## src/rtl/boot_pkg.sv

```systemverilog
// rtl/boot_pkg.sv - shared state, frame constants and checksum helper for the program loader
package boot_pkg;

  typedef enum logic [2:0] {
    S_LEN0,
    S_LEN1,
    S_DATA,
    S_CHK,
    S_RUN,
    S_ERR
  } state_t;

  localparam int LEN_BYTES      = 2;
  localparam int BYTES_PER_WORD = 4;
  localparam int WORD_BITS      = 8 * BYTES_PER_WORD;
  localparam int CNT_W          = $clog2(BYTES_PER_WORD);

  function automatic logic [7:0] chk_update(input logic [7:0] acc, input logic [7:0] b);
    return acc ^ b;
  endfunction

endpackage

```

## src/rtl/boot_loader_word_assembler.sv

```systemverilog
// rtl/boot_loader_word_assembler.sv - little-endian byte-to-word packer with word-complete strobe
module word_assembler
  import boot_pkg::*;
(
  input  logic                 clk,
  input  logic                 rst,
  input  logic                 byte_valid,
  input  logic [7:0]           byte_data,
  output logic                 word_done,
  output logic [WORD_BITS-1:0] word
);

  localparam logic [CNT_W-1:0] LAST_BYTE = CNT_W'(BYTES_PER_WORD - 1);

  logic [CNT_W-1:0]     cnt;
  logic [WORD_BITS-9:0] sr;

  // The final byte is merged combinationally so the word is complete on the strobe cycle.
  assign word_done = byte_valid && (cnt == LAST_BYTE);
  assign word      = {byte_data, sr};

  always_ff @(posedge clk) begin
    if (!rst) begin
      cnt <= '0;
      sr  <= '0;
    end else if (byte_valid) begin
      cnt <= cnt + 1'b1;
      sr  <= {byte_data, sr[WORD_BITS-9:8]};
    end
  end

endmodule

```

## src/rtl/boot_loader.sv

```systemverilog
// rtl/boot_loader.sv - host byte-stream program loader with length/checksum verify and CPU reset control
module boot_loader
  import boot_pkg::*;
#(
  parameter int ADDR_W = 8,
  parameter int WORD_W = 32
) (
  input  logic              clk,
  input  logic              rst,
  input  logic [7:0]        in_data,
  input  logic              in_valid,
  output logic              in_ready,
  output logic              imem_we,
  output logic [ADDR_W-1:0] imem_addr,
  output logic [WORD_W-1:0] imem_wdata,
  output logic              cpu_rst,
  output logic              done,
  output logic              error
);

  if (WORD_W != WORD_BITS) begin : g_word_w_check
    $error("boot_loader: WORD_W must be 32");
  end

  localparam logic [31:0] CAPACITY = 32'd1 << ADDR_W;

  state_t                state, state_n;
  logic [7:0]            len_lo;
  logic [15:0]           last_idx;
  logic [ADDR_W-1:0]     idx;
  logic [7:0]            acc;
  logic                  xfer;
  logic                  word_byte;
  logic                  word_done;
  logic [WORD_BITS-1:0]  word;
  logic [15:0]           n_len;
  logic                  last_word;

  assign in_ready  = rst && (state inside {S_LEN0, S_LEN1, S_DATA, S_CHK});
  assign xfer      = in_valid && in_ready;
  assign n_len     = {in_data, len_lo};
  assign last_word = ({{(32-ADDR_W){1'b0}}, idx} == {16'd0, last_idx});
  assign done      = (state == S_RUN);
  assign error     = (state == S_ERR);
  assign cpu_rst   = (state != S_RUN);

  word_assembler u_asm (
    .clk       (clk),
    .rst       (rst),
    .byte_valid(word_byte),
    .byte_data (in_data),
    .word_done (word_done),
    .word      (word)
  );

  always_comb begin
    state_n   = state;
    word_byte = 1'b0;
    case (state)
      S_LEN0: if (xfer) state_n = S_LEN1;
      S_LEN1: begin
        if (xfer) begin
          if (n_len == 16'd0)                  state_n = S_CHK;
          else if ({16'd0, n_len} > CAPACITY)  state_n = S_ERR;
          else                                 state_n = S_DATA;
        end
      end
      S_DATA: begin
        word_byte = xfer;
        if (word_done && last_word) state_n = S_CHK;
      end
      S_CHK: if (xfer) state_n = (in_data == acc) ? S_RUN : S_ERR;
      default: ;
    endcase
  end

  always_ff @(posedge clk) begin
    if (!rst) begin
      state      <= S_LEN0;
      len_lo     <= '0;
      last_idx   <= '0;
      idx        <= '0;
      acc        <= '0;
      imem_we    <= 1'b0;
      imem_addr  <= '0;
      imem_wdata <= '0;
    end else begin
      state   <= state_n;
      imem_we <= word_done;
      // The checksum byte itself is compared, not accumulated.
      if (xfer && state != S_CHK)  acc      <= chk_update(acc, in_data);
      if (xfer && state == S_LEN0) len_lo   <= in_data;
      if (xfer && state == S_LEN1) last_idx <= n_len - 16'd1;
      if (word_done) begin
        imem_addr  <= idx;
        imem_wdata <= word;
        idx        <= idx + 1'b1;
      end
    end
  end

endmodule

```

## config.mk

```make
export PLATFORM = sky130hd
export DESIGN_NAME = boot_loader
export DESIGN_NICKNAME = d
export VERILOG_FILES = /design/src/rtl/boot_pkg.sv /design/src/rtl/boot_loader_word_assembler.sv /design/src/rtl/boot_loader.sv
export SDC_FILE = /design/constraint.sdc
export NUM_CORES = 1
export LEC_CHECK = 0
export BUFFER_PORTS_ARGS = -buffer_cell sky130_fd_sc_hd__buf_4
export CAP_MARGIN = 20
export CORE_MARGIN = 4
export CORE_UTILIZATION = 40
export CTS_BUF_LIST = sky130_fd_sc_hd__clkbuf_4 sky130_fd_sc_hd__clkbuf_8
export DETAILED_ROUTE_END_ITERATION = 10
export GPL_TIMING_DRIVEN = 0
export SKIP_LAST_GASP = 1
export SYNTH_ARGS = -nofsm -noshare
export SYNTH_HDL_FRONTEND = slang
export SYNTH_SLANG_ARGS = --single-unit
```

## constraint.sdc

```tcl
create_clock -name clk -period 2.3 [get_ports clk]
set_input_delay 0.115 -clock clk [delete_from_list [all_inputs] [get_ports clk]]
set_output_delay 0.115 -clock clk [all_outputs]
set_load 0.02 [all_outputs]
```

* After elaboration in Yosys (flattened, before gate mapping)
Cells that the tools add are included.
Word-level totals: register bits 110, input port bits 11, output and inout bits 45, word-level logic and storage cells 49
Operators by class: $add $sub $neg 3, $lt $le $gt $ge 1, equality and inequality tests 14, muxes and demuxes 9, bitwise gates (word level) 1, reduce and logical (&&, ||, !) cells 11
Operators by type and width (number):
- $mux 3 | 6
- $eq 8x16->1 | 1
- $gt 16x9->1 const B | 1
- $logic_not 16->1 | 1
- $sub 16x1->16 const B | 1
- $pmux 3 s4 | 1
- $add 8x1->8 const B | 1
- $eq 8x8->1 | 1
- $xor 8x8->8 | 1
- $logic_and 1x1->1 | 7
- $eq 3x2->1 const B | 2
- $eq 3x3->1 const B | 2
- $ne 2x2->1 const B | 3
- $reduce_and 5->1 | 1
- $reduce_bool 4->1 | 1
- $eq 3x1->1 const B | 1
- $logic_not 3->1 | 1
- $ne 3x2->1 const B | 1
- $ne 3x3->1 const B | 1
- $add 2x1->2 const B | 1
- $eq 2x2->1 const B | 1
- $mux 1 | 2
- $ne 2x1->1 const B | 1

* Depth between registers and ports, before layout
Gate-level depths: netlist of run 1.
depth after elaboration 9, depth in mapped cells 7, mapped depth without buffers 7

* Cells and area by module
Synthesis of run 1 repeated with hierarchy kept, for this count alone.
Second synthesis, totals: cell total of the unflattened synthesis 472, area total of the unflattened synthesis 4639.4 µm²
By module, submodules not included:
- boot_loader | times used 1, cells each 379, area an instance 3563.4 µm², sequential area each 1681.6 µm²
- word_assembler | times used 1, cells each 93, area an instance 1076.0 µm², sequential area each 520.5 µm²

* Least setup slack after synthesis of run 1
OpenSTA, ideal clock, no wires.
path kind flip-flop to flip-flop, start register state[2], end register last_idx[2], library setup time 0.116 ns, arrival 1.627 ns, required time 2.184 ns, slack 0.557 ns, stages on the path, launching flop included 7, path buffers 1, period minus slack after synthesis 1.743 ns, cells stage by stage dfxtp_1 nor2b_1 nand3_1 nor2_1 clkbuf_1 nand2_1 o211a_1
On the way: word-level cells in the longest chain between the ends 5, elaborated cells between the ends (all ways) 8, those cells by class eq/ne (3); reduce/logical (5)
RTL lines:
- from (decl) | RTL line boot_loader.sv:27 | state_t state, state_n;
- from (signal assigned) | RTL line boot_loader.sv:88 | state <= state_n;
- $eq 3x1->1 (tied with other cells) | RTL line boot_loader.sv:39 | assign in_ready = rst && (state inside {S_LEN0, S_LEN1, S_DATA, S_CHK});
- $reduce_bool 4->1 (no line) (*)
- $logic_and 1x1->1 (*) | RTL line boot_loader.sv:39
- named net in_ready | RTL line boot_loader.sv:12 | output logic in_ready,
- $logic_and 1x1->1 (*) | RTL line boot_loader.sv:40 | assign xfer = in_valid && in_ready;
- $logic_and 1x1->1 (*) | RTL line boot_loader.sv:93 | if (xfer && state == S_LEN1) last_idx <= n_len - 16'd1;
- to (signal assigned) | RTL line boot_loader.sv:93
- to (decl) | RTL line boot_loader.sv:29 | logic [15:0] last_idx;
Mark *: on every way through the listed nets, which the timed path passes. The rest lies on a longest branch. A chain may end at the register's enable or synchronous reset.

* Final worst setup path of run 1
start register state[0], end register imem_wdata[14]
On the way: word-level cells in the longest chain between the ends 6, elaborated cells between the ends (all ways) 9, those cells by class eq/ne (3); mux (1); reduce/logical (5)
RTL lines:
- $eq 3x1->1 (tied with other cells) | RTL line boot_loader.sv:39
- $reduce_bool 4->1 (no line)
- $logic_and 1x1->1 | RTL line boot_loader.sv:39
- $logic_and 1x1->1 | RTL line boot_loader.sv:40
- $mux 1 (*) | RTL line boot_loader.sv:59 | case (state)
- $logic_and 1x1->1 (*) | RTL line boot_loader_word_assembler.sv:19 | assign word_done = byte_valid && (cnt == LAST_BYTE);
- to (signal assigned) | RTL line boot_loader.sv:96 | imem_wdata <= word;
- to (decl) | RTL line boot_loader.sv:15 | output logic [WORD_W-1:0] imem_wdata,
Every way passes the cells marked *; elsewhere a longest branch is shown, timed or not.

==> flow_summary.json, run 1 <==
{
  "worst_setup_path_start_kind": "flop",
  "start_util_pct": 41.7,
  "r2r_cells": 6,
  "place_hpwl_um": 7960,
  "ys_seq_elements": 110,
  "fin_cells": 740,
  "grt_max_degree": 21,
  "async_reset_ff_share_pct": 0,
  "timing.reg2reg.setup_slack_ps": 310,
  "drt-total-wl_um": 10800,
  "n_fill_cell": 1108,
  "cp_max_fo": 10,
  "rows": 38,
  "timing.rr.end": "imem_wdata[14]$_SDFFE_PN0P_",
  "grt_pass1_wl_um": 17800,
  "netlist.area_leader.share_pct": 47.9,
  "die_x_um": 115,
  "synth_top_area_cell": "dfxtp_1",
  "powerDensity_nw_per_um2": 636,
  "netlist_instances": 537,
  "firstDrtPassIters": 4,
  "setup.worst_path.end": "imem_wdata[14]$_SDFFE_PN0P_",
  "final_nets": 610,
  "antenna_found_initial": 0,
  "area_growth_syn_to_layout_pct": 15.8,
  "worst_pin_slew_ps": 822,
  "antennaDiodeCount": 0,
  "synthesis.area_sq_um": 4600,
  "synth_fp_nets": 552,
  "dpl.cell_count": 724,
  "report.final.hold_viol_count": 0,
  "numCtsBuffers": 9,
  "ys_top_cells_by_count": "nand2_1 (155), dfxtp_1 (110), a21boi_0 (47)",
  "period_needed_ps": 1990,
  "hold_path.class": "in -> reg",
  "rsz0062_at_grt": "false",
  "cts_max_level": 3,
  "post_cts_buffers": 0,
  "run_status": "finished clean",
  "synth-edff-count": 0,
  "ys_types": 39,
  "finalSetupViolCount": 0,
  "dr_total_vias": 3642,
  "ys.flop_type": "dfxtp_1",
  "gp_congestion": 0.892,
  "routedWlPerCell_um": 14.5,
  "drv_slew": 0,
  "multi_input_area_sq_um": 2240,
  "synth.area.top_cells": "dfxtp_1 (48%), nand2_1 (13%), a21boi_0 (7.7%)",
  "worstPathRequired_ps": 2590,
  "ys_seq_area_share_pct": 47.9,
  "cts_hold_buf": 0,
  "crit_start": "state[0]$_SDFFE_PN0P_",
  "cap_violations": 0,
  "period_share_pct": 86.7,
  "fin_skew_ps": 15.3,
  "grt_usage_pct": 16.9,
  "r2r-start": "state[0]$_SDFFE_PN0P_",
  "portBuffers": 47,
  "grt-ovfl-total": 0,
  "peakVddDrop_mv": 0.318,
  "clockRootBuffer": "clkbuf_8",
  "yosys_warnings": 0,
  "end_kind": "flop",
  "viasPerCell": 4.92,
  "p_leak_nw": 2.13,
  "clk_path_buf_depth": 2,
  "crit_arrival_ps": 2280,
  "drt-initial-drc-count": 178,
  "slew_headroom_pct": 44.9,
  "cts_resized": 0,
  "hold_start": "in_data[0]",
  "die-area_sq_um": 13300,
  "drtAntennaViolNets": 0,
  "cts.sinks": 110,
  "path_class": "reg -> reg",
  "die_h_um": 115,
  "grt_pass1_vias": 3511,
  "core-area_sq_um": 11000,
  "syn_area_per_cell_sq_um": 8.57,
  "cts_tree": "built",
  "io_pins": 56,
  "path_clk_slew_ps": 120,
  "clkLatencyLatePin_ps": 390,
  "yosysMostFrequentCell": "nand2_1",
  "fmax_mhz": 501,
  "drive_gt1_share_pct": 12.0,
  "drc_errors": 0,
  "finalSetupTns_ps": 0,
  "ff_latch_area_sq_um": 2200
}
where the power goes:
| group | total [W] | switching, W | leakage (nW) | internal (W) |
|---|---|---|---|---|
| Clock | 0.00117 | 0.000724 | 0.0982 | 0.000451 |
| Combinational | 0.000258 | 0.000149 | 1.14 | 0.000109 |
| Sequential | 0.00196 | 0.0000261 | 0.889 | 0.00193 |
placed cells by master (no fill, tap or decap), types with 2 or more instances in the layout:
cell type  synthesis  final
nor4_1             6      6
dfxtp_1          110    110
a31oi_1            2      2
buf_4              0     47
nor2_1            10     10
o211a_1            6      6
clkbuf_1          32     32
buf_1              3      3
and2_1            17     17
a21oi_1           10     10
nand4_1            8      8
nor3_1             3      3
mux2i_1            9      9
nand3b_1           2      2
nor2b_1           11     11
ha_1               4      4
nand2_1          155    155
xor2_1            15     15
a21boi_0          47     47
inv_6              0      2
xnor2_1           30     30
clkbuf_8           0     10
nand3_1           24     24
o21ai_0           11     11
inv_1              3      3
buf_2              3      3
how the worst min path moves through the flow:
stage / to / slack, ps / depth (start not counted)
CTS: imem_wdata[24]$_SDFFE_PN0P_ / 50 / 3
detailed placement: imem_wdata[21]$_SDFFE_PN0P_ / 450 / 2
global placement: imem_wdata[11]$_SDFFE_PN0P_ / 450 / 2
finish: imem_wdata[24]$_SDFFE_PN0P_ / 60 / 3
floorplan: imem_wdata[24]$_SDFFE_PN0P_ / 400 / 3
global route: imem_wdata[24]$_SDFFE_PN0P_ / 90 / 3
flip-flops by register name, indices dropped and copies added, names as in the netlist, 2 cells and up:
| signal | count |
|---|---|
| len_lo | 8 |
| last_idx | 16 |
| imem_addr | 8 |
| u_asm.cnt | 2 |
| state | 3 |
| acc | 8 |
| u_asm.sr | 24 |
| idx | 8 |
| imem_wdata | 32 |
kinds of logic (layout without fill, tap and decap cells):
family / after synthesis / after routing / share of synthesized area, %
adder cells (fa/ha/maj): 4 / 4 / 1.09
AND/OR/NAND/NOR: 247 / 247 / 24.8
flip-flops: 110 / 110 / 47.9
AO/OA/AOI/OAI: 80 / 80 / 12.2
XOR/XNOR: 45 / 45 / 8.57
buffers and inverters: 42 / 105 / 3.51
multiplexers: 9 / 9 / 1.96
worst max-delay path, stage by stage, from the launching register on:
cell      delay [ps]
dfxtp_1          470
and4bb_2         300
nand2_1          270
clkinv_1         320
clkbuf_1         300
nand2_1          150
a21boi_0          90
layer usage:
| layer | up-vias | GRT usage [%] | wire length (um) | share of wire (%) |
|---|---|---|---|---|
| li1 | 1878 | - | - | - |
| met5 | - | 0 | 0 | 0 |
| met4 | 0 | 6.42 | 187 | 1.7 |
| met1 | 1671 | 24.1 | 5290 | 49 |
| met2 | 79 | 26.0 | 4760 | 44 |
| met3 | 14 | 2.37 | 525 | 4.9 |
per-stage QoR:
stage / util [%] / power [W] / cell area, sq um / hold slack (ps) / setup slack (ps)
3_3_place_gp: 46.5 / 0.00226 / 5130 / 447 / 294
2_1_floorplan: - / 0.00219 / 4600 / 401 / 557
6_report: 48.3 / 0.00339 / 5330 / 59.1 / 305
5_1_grt: 48.3 / 0.00352 / 5330 / 85.9 / 107
3_5_place_dp: 46.5 / 0.00226 / 5130 / 449 / 321
4_1_cts: 48.3 / 0.00342 / 5330 / 49.4 / 286
final cells by class:
class                           instances  share of cell area (%)
Buffer                                 38                    2.75
Clock buffer                           10                    2.58
Clock inverter                          6                    1.15
Inverter                                4                   0.282
Multi-Input combinational cell        385                    42.0
Sequential cell                       110                    41.3
Tap cell                              140                    3.29
Timing Repair Buffer                   47                    6.62
Power figures use the tool's default switching activity.
==> run 2: changes to the inputs <==
CORE_MARGIN = 5   (was 4)
SYNTH_HIERARCHICAL = 1   (was not set)
==> flow_summary.json, run 2 <==
{
  "numCtsBuffers": 9,
  "drv_slew": 0,
  "p_seq_share_pct": 57.9,
  "ys_top_cells_by_count": "dfxtp_1 (110), nor2_1 (86), mux2i_1 (74)",
  "finalSetupViolCount": 0,
  "mostFrequentLayoutCells": "dfxtp_1 (109), nor2_1 (85), mux2i_1 (74), buf_4 (71), nor2b_1 (25)",
  "drc_errors": 0,
  "p_sw_share_pct": 26.6,
  "clockRootBuffer": "clkbuf_8",
  "synthXorXnorAreaFrac_pct": 8.31,
  "final_common_cell": "dfxtp_1",
  "firstDrtPassIters": 4,
  "grt_util_met1_pct": 20.5,
  "final_nets": 558,
  "drt-total-wl_um": 10700,
  "cts_tree": "built",
  "synthAdderAreaFrac_pct": 0.809,
  "netlist.area_leader.share_pct": 47.5,
  "cap_violations": 0,
  "power_w": 0.00341,
  "synthesis.area_sq_um": 4640,
  "grt_pass1_vias": 3409,
  "r2r_cells": 9,
  "antenna_found_initial": 0,
  "grt_usage_pct": 15.4,
  "placed_cell_area_sq_um": 5240,
  "end_kind": "flop",
  "ys_seq_area_share_pct": 47.5,
  "drive_gt1_share_pct": 20.6,
  "dr_total_vias": 3410,
  "worstPathRequired_ps": 2580,
  "clockPowerShare_pct": 32.9,
  "cpPeakStageDelay_ps": 350,
  "ys.flop_type": "dfxtp_1",
  "clkLatencyLatePin_ps": 380,
  "routedWlPerCell_um": 15.4,
  "groute.layer.met3.usage_pct": 3.17,
  "cts_hold_buf": 0,
  "synth_top_area_cell": "dfxtp_1",
  "synth-compound-area-share_pct": 4.15,
  "fmax_mhz": 458,
  "crit_arrival_ps": 2470,
  "async_reset_ff_share_pct": 0,
  "rows": 39,
  "fin_util_pct": 48.7,
  "synth.area.top_cells": "dfxtp_1 (47%), mux2i_1 (16%), nor2_1 (7.0%)",
  "syn_area_per_cell_sq_um": 9.83,
  "drt-initial-drc-count": 142,
  "worst_pin_slew_ps": 637,
  "hold_path.class": "in -> reg",
  "switching_power_w": 0.000908,
  "n_fill_cell": 1089,
  "path_cells": "nand3b_1 > nor3b_4 > buf_6 > and2_4 > nor4b_4 > nand4_1 > nor3_4 > nor3_2 > a311oi_2",
  "viasPerCell": 4.93,
  "portBuffers": 55,
  "crit_start": "state[2]$_SDFFE_PN0P_",
  "reg_top3": "imem_wdata x32, u_asm/sr x24, last_idx x16",
  "peakVddDrop_mv": 0.401,
  "die-area_sq_um": 13900,
  "fin_skew_ps": 12.7,
  "rsz0062_at_grt": "true",
  "top_register": "imem_wdata",
  "synth.area.mux_share_pct": 16.0,
  "grt-ovfl-total": 0,
  "hold_start": "in_data[2]",
  "finalSetupTns_ps": 0,
  "ys_types": 43,
  "p_leak_nw": 2.07,
  "yosys_warnings": 6,
  "grt_pass1_wl_um": 17500,
  "crit_slowest_cell": "dfxtp_4",
  "ys_seq_elements": 110,
  "r2r-start": "state[2]$_SDFFE_PN0P_",
  "yosysMostFrequentCell": "dfxtp_1",
  "synth_fp_nets": 486,
  "powerDensity_nw_per_um2": 616,
  "worst_setup_path_start_kind": "flop",
  "die_h_um": 118,
  "period_needed_ps": 2190,
  "slew_headroom_pct": 57.6,
  "core-area_sq_um": 11400,
  "path_clk_slew_ps": 110,
  "drtAntennaViolNets": 0,
  "netlist_instances": 472,
  "holdPathStages": 3,
  "place_hpwl_um": 7770,
  "synth_top_family_by_area": "simple AND/OR/NAND/NOR gates",
  "cts.sinks": 110,
  "grt.busiest_layer": "met2",
  "area_growth_syn_to_layout_pct": 19.4,
  "cts_max_level": 3,
  "globalRouteMet2Util_pct": 25.0,
  "synth-edff-count": 0,
  "antennaDiodeCount": 0,
  "pwr-share-comb_pct": 9.3,
  "cp_max_fo": 4,
  "path_class": "reg -> reg",
  "grt_max_degree": 20,
  "gp_congestion": 0.789,
  "pre_cts_ws_ps": -614,
  "start_util_pct": 40.8,
  "p_int_w": 0.00250,
  "setup_ws_ps": 114,
  "final_area_sq_um": 5540,
  "synthSimpleGateAreaFrac_pct": 18.1,
  "report.final.hold_viol_count": 0,
  "run_status": "finished clean",
  "clk_path_buf_depth": 2,
  "period_share_pct": 95.0,
  "largest_reg_flops": 32,
  "die_x_um": 118,
  "io_pins": 56
}
[run 2: path summary, 6_finish.rpt]
check / slack (ps) / to
worst max-delay path: 110 / state[0]$_SDFFE_PN0P_
worst min-delay path: 30 / u_asm/sr[18]$_SDFFE_PN0P_
worst max register to register: 110 / state[0]$_SDFFE_PN0P_
worst min register to register: 500 / imem_wdata[3]$_SDFFE_PN0P_
[run 2: cells by family after synthesis]
kind of cell             Yosys count
XOR/XNOR                          44
adder cells (fa/ha/maj)            3
flip-flops                       110
buffers and inverters             44
AO/OA/AOI/OAI                     27
multiplexers                      74
AND/OR/NAND/NOR                  170
[run 2: repair_timing]
action                     in CTS  in global routing
setup endpoints to repair      48                 53
resized for setup              10                 10
pin swaps                       4                  4
buffers inserted                3                  5
[run 2: per-layer routing]
layer / wire length, um / share of wire, %
met3: 349 / 3.3
met4: 158 / 1.5
met5: 0 / 0
met2: 4940 / 46
met1: 5210 / 49
[run 2: metrics by stage]
step	cells	hold slack, ps
after floorplan	472	237
after global placement	670	405
after detailed placement	670	411
after CTS	689	15.3
after global routing	692	30.7
final	692	26.7
[run 2: power by group through the flow]
stage	clock [W]	combinational, W	sequential (W)
2_1_floorplan	0	0.000216	0.00201
3_3_place_gp	0	0.000299	0.00201
3_5_place_dp	0	0.000303	0.00202
4_1_cts	0.00116	0.000315	0.00197
5_1_grt	0.00124	0.000350	0.00198
6_report	0.00112	0.000316	0.00197
[run 2: layout make-up]
class | instances | area, sq um | share of cell area [%]
tap | 143 | 179 | 3.23
multi-input combinational | 318 | 2270 | 40.9
timing repair buffer | 63 | 473 | 8.54
clock buffer | 10 | 131 | 2.37
sequential | 110 | 2210 | 39.8
clock inverter | 6 | 56.3 | 1.02
inverter | 5 | 18.8 | 0.339
buffer | 37 | 209 | 3.77
[run 2: critical path, delay by kind of cell, from the launching register on]
family	cells	cell delay (ps)
flops	1	350
compound gates	1	260
buf+inv	1	140
simple gates	7	1340
